<file path="src/rtl/jump_resolve_queue.sv">
// jump_resolve_queue: in-order tracker for predicted jumps between fetch and
// execute. Retires the oldest prediction on each resolve, drives the
// history-counter predictor update port and raises mispredict/flush strobes.
module jump_resolve_queue #(
  parameter int ADDR_WIDTH = 64,
  parameter int DEPTH      = 4,
  parameter int STAT_WIDTH = 32
) (
  input  logic                    clk,
  input  logic                    nreset,
  input  logic                    enable,
  input  logic                    i_stall,
  input  logic                    i_pred_push,
  input  logic [ADDR_WIDTH-1:0]   i_pred_addr,
  input  logic                    i_pred_jump,
  input  logic                    i_pred_valid,
  output logic                    o_pred_ready,
  output logic                    o_shift_history,
  input  logic                    i_res_valid,
  input  logic [ADDR_WIDTH-1:0]   i_res_addr,
  input  logic                    i_res_jump,
  input  logic                    i_flush,
  output logic                    o_upd_enable,
  output logic [ADDR_WIDTH-1:0]   o_upd_addr,
  output logic                    o_upd_jump,
  output logic                    o_mispredict,
  output logic                    o_flush_history,
  output logic [$clog2(DEPTH):0]  o_count,
  output logic [STAT_WIDTH-1:0]   o_mispredict_cnt,
  output logic                    o_err
);

  localparam int PTR_W = $clog2(DEPTH);
  localparam int CNT_W = PTR_W + 1;

  // Saturating increment for the mispredict statistic.
  function automatic logic [STAT_WIDTH-1:0] sat_inc(input logic [STAT_WIDTH-1:0] v);
    return (&v) ? v : v + 1'b1;
  endfunction

  logic [ADDR_WIDTH-1:0] entry_addr [DEPTH];
  logic                  entry_pred [DEPTH];
  logic [PTR_W-1:0]      head;
  logic [PTR_W-1:0]      tail;
  logic [CNT_W-1:0]      count_next;

  logic active;
  logic push_acc;
  logic pop_acc;
  logic mis;
  logic clear;
  logic err_evt;
  logic head_pred;
  logic [ADDR_WIDTH-1:0] head_addr;

  assign active    = enable & ~i_stall;
  assign head_addr = entry_addr[head];
  assign head_pred = entry_pred[head];

  // Ready looks only at the registered count, so a same-cycle pop never
  // makes room for a push; after reset the empty queue reports ready.
  assign o_pred_ready = (o_count != CNT_W'(DEPTH));

  assign push_acc = active & i_pred_push & o_pred_ready;
  assign pop_acc  = active & i_res_valid & (o_count != '0);
  assign mis      = pop_acc & (i_res_jump != head_pred);
  assign clear    = mis | (active & i_flush);

  // A push that is wiped by a same-cycle mispredict or flush must not
  // shift the speculative history either.
  assign o_shift_history = push_acc & ~clear;

  assign err_evt = (active & i_pred_push & ~o_pred_ready)
                 | (active & i_res_valid & (o_count == '0))
                 | (pop_acc & (i_res_addr != head_addr));

  // Occupancy for the next cycle: net push/pop, or empty on clear.
  always_comb begin
    count_next = o_count;
    if (clear)
      count_next = '0;
    else if (push_acc && !pop_acc)
      count_next = o_count + 1'b1;
    else if (!push_acc && pop_acc)
      count_next = o_count - 1'b1;
  end

  // Entry storage: data only, no reset needed.
  always_ff @(posedge clk) begin
    if (push_acc && !clear) begin
      entry_addr[tail] <= i_pred_addr;
      entry_pred[tail] <= i_pred_jump & i_pred_valid;
    end
  end

  // Pointers, occupancy, registered strobes and statistics.
  always_ff @(posedge clk or negedge nreset) begin
    if (!nreset) begin
      head             <= '0;
      tail             <= '0;
      o_count          <= '0;
      o_upd_enable     <= 1'b0;
      o_upd_addr       <= '0;
      o_upd_jump       <= 1'b0;
      o_mispredict     <= 1'b0;
      o_flush_history  <= 1'b0;
      o_mispredict_cnt <= '0;
      o_err            <= 1'b0;
    end else if (active) begin
      o_count <= count_next;
      if (clear) begin
        head <= '0;
        tail <= '0;
      end else begin
        if (pop_acc)  head <= head + 1'b1;
        if (push_acc) tail <= tail + 1'b1;
      end
      o_upd_enable    <= pop_acc;
      o_upd_jump      <= pop_acc & i_res_jump;
      if (pop_acc)
        o_upd_addr    <= i_res_addr;
      o_mispredict    <= mis;
      o_flush_history <= clear;
      if (mis)
        o_mispredict_cnt <= sat_inc(o_mispredict_cnt);
      if (err_evt)
        o_err <= 1'b1;
    end
  end

endmodule

</file>
<file path="config.mk">
export PLATFORM = sky130hd
export DESIGN_NAME = jump_resolve_queue
export DESIGN_NICKNAME = d
export VERILOG_FILES = /design/src/rtl/jump_resolve_queue.sv
export SDC_FILE = /design/constraint.sdc
export NUM_CORES = 1
export LEC_CHECK = 0
export CORE_MARGIN = 2
export CORE_UTILIZATION = 50
export CTS_CLUSTER_DIAMETER = 60
export DETAILED_ROUTE_END_ITERATION = 6
export PLACE_DENSITY = 0.76
export SKIP_CTS_REPAIR_TIMING = 1
export SYNTH_ARGS = -nofsm -noshare
export SYNTH_HDL_FRONTEND = slang
export SYNTH_SLANG_ARGS = --single-unit
</file>
<file path="constraint.sdc">
create_clock -name clk -period 7.75 [get_ports clk]
set_input_delay 1.9375 -clock clk [delete_from_list [all_inputs] [get_ports clk]]
set_output_delay 1.9375 -clock clk [all_outputs]
set_load 0.02 [all_outputs]
</file>
==> results.txt <==
fmax -> 164 MHz
clk buf depth -> 3
Rel. slew slack -> 0.305
wirelength, routed -> 29.5 mm
Die Width -> 174 µm
crit path max fanout -> 9
clock sink count -> 368
CTS Buf Count -> 38
# IOs -> 244
first-pass GRT wire length -> 45.8 mm
TritonCTS clock tree -> yes
cell mode on critical path -> clkdlybuf4s50_1
critical path arrival -> 4.18 ns
Final Util -> 0.649
slowest cell delay on critical path -> 0.68 ns
Yosys top cell by area -> edfxtp_1
DR pass1 iterations -> 4
critical path's top delay family -> buffers and inverters
most common cell after layout, fill and taps aside -> edfxtp_1
# DRC -> 0
FFs w/ async S/R, synth -> 0.293
CP Class -> in2out
Buf+Inv Stages, Crit Path -> 2
critical-path cell list -> clkdlybuf4s50_1 > nor2b_1 > o311a_4 > and2_1 > a21o_1 > nor2_1 > clkdlybuf4s50_1
final hold viol count -> 0
Slew @ Worst Pin -> 1.04 ns
EDFF count, synth -> 260
leakage -> 6.39 nW
Rows -> 62
Finish-stage setup viols -> 0
most frequent cells in the layout -> edfxtp_1, clkdlybuf4s50_1, dfrtp_1
PortBufs -> 243
CP Data Required Time -> 5.81 ns
Core Region -> 28600 µm²
Worst-Skew Late Latency -> 0.52 ns
maximum VDD drop -> 0.000249 V
vias in the first global route -> 8213
dpl cell area -> 17400 µm²
Starting Density -> 0.507
GP Congestion -> 0.786
RSZ-0062 raised after global routing -> no
Detail Route Antenna Nets -> 0
Ys Warns -> 0
Post-Syn Nets -> 904
Setup crit start kind -> input pin
# Max-Cap Violations -> 0
post-synthesis sequential area ratio -> 0.724
setup ws final -> 1.64 ns
chip height -> 174 µm
drt wl/cell -> 20.5 µm
Area Overhead vs Synth -> 28.0%
Critical Path Sink Type -> primary output
Hold/Removal Path Class -> reg2reg
GRT Util Overall -> 0.197
critical path's slowest cell -> clkdlybuf4s50_1
First DRT Iteration DRCs -> 408
Post-Syn Instances -> 760
cell area after layout -> 18600 µm²
Fin Clk Skew -> 0.0148 ns
Slew Limit Fails -> 0
share of cells above drive strength 1 -> 0.190
run status -> finished clean
vias per inst -> 5.38
Mapped Avg Cell Area -> 19.1 µm²
initial antenna violation count -> 5
Final period util -> 0.789
Mapped Area -> 14500 µm²
Final #Nets -> 1164
main area contributors after synthesis -> edfxtp_1, dfrtp_1, mux4_2
vias -> 7728
Clk pin slew, worst setup/hold paths -> 0.06 ns
clock root buffer -> clkbuf_16
Die ar. -> 30400 µm²
H-tree levels -> 2
setup_tns -> 0 ns
top_reg_cell synth -> edfxtp_1
Synth top area share -> 0.538
synthesis-stage register bit count -> 368
Detailed Place HPWL -> 19.0 mm
PD cells -> 318 nW/µm²
Post-Place Worst Slack -> 1.65 ns
Period minus WS final -> 6.11 ns
GRT overflow -> 0
pin count of the biggest net entering global routing -> 73
Synth cell types -> 35
[stage by stage]
step	hold WS [ns]	total power, mW	cells
floorplan	0.543	3.55	760
global placement	0.445	4.19	1364
detailed placement	0.450	4.22	1364
CTS	0.464	5.98	1432
global route	0.489	6.18	1433
finish	0.463	5.91	1436
[kinds of logic (layout without fill, tap and decap cells)]
group | count (synthesis) | count (layout) | synth area share
flip-flops | 368 | 368 | 0.724
multiplexers | 131 | 131 | 0.152
AND/OR/NAND/NOR | 106 | 106 | 0.0393
XOR/XNOR | 102 | 102 | 0.0615
buffers and inverters | 35 | 323 | 0.0111
AO/OA/AOI/OAI | 12 | 12 | 0.00638
adder cells (fa/ha/maj) | 6 | 6 | 0.00569
other | 0 | 4 | 0
[state kept, by name, indices dropped and copies added, names as in the netlist]
| register | cells |
|---|---|
| o_flush_history | 1 |
| o_upd_jump | 1 |
| o_mispredict | 1 |
| o_count | 3 |
| entry_addr | 256 |
| o_upd_enable | 1 |
| entry_pred | 4 |
| tail | 2 |
| o_upd_addr | 64 |
| head | 2 |
| o_err | 1 |
| o_mispredict_cnt | 32 |
[area by class of cell]
type / count / area [µm²]
Antenna cell: 4 / 10.0
Clock buffer: 46 / 1020
Clock inverter: 22 / 190
Fill cell: 1948 / 10000
Inverter: 8 / 30.0
Multi-Input combinational cell: 357 / 3870
Sequential cell: 368 / 10500
Tap cell: 384 / 480
Timing Repair Buffer: 247 / 2460
[metal layers]
layer / GRT usage / share of wire / up-vias
li1: - / - / 3494
met1: 0.255 / 0.42 / 3945
met2: 0.334 / 0.50 / 236
met3: 0.0507 / 0.067 / 49
met4: 0.0490 / 0.018 / 4
met5: 0 / 0.00085 / -
[final timing paths]
check / from / to / depth (start not counted) / slack [ns]
setup / recovery: enable / o_shift_history / 7 / 1.64
hold / removal: o_err / o_err / 1 / 0.46
setup reg to reg: head[0] / o_err / 7 / 3.80
hold reg to reg: o_err / o_err / 1 / 0.46
max in group asynchronous: nreset / head[0] / 2 / 4.98
min in group asynchronous: nreset / o_upd_addr[40] / 1 / 1.41
[synthesized netlist by cell type (5+ instances only)]
cell type / count
and2_1: 8
and3_1: 5
clkbuf_1: 18
dfrtp_1: 108
edfxtp_1: 260
ha_1: 5
inv_1: 8
mux2_2: 65
mux4_2: 65
nand2_1: 16
nand3_1: 14
nand4_1: 28
nor2_1: 16
nor3_1: 6
nor4_1: 6
xnor2_1: 91
xor2_1: 11
[where the power goes]
part | internal [mW] | switching [mW]
Combinational | 0.877 | 0.727
Sequential | 2.38 | 0.170
Clock | 1.04 | 0.721
(Power assumes the default switching activity.)
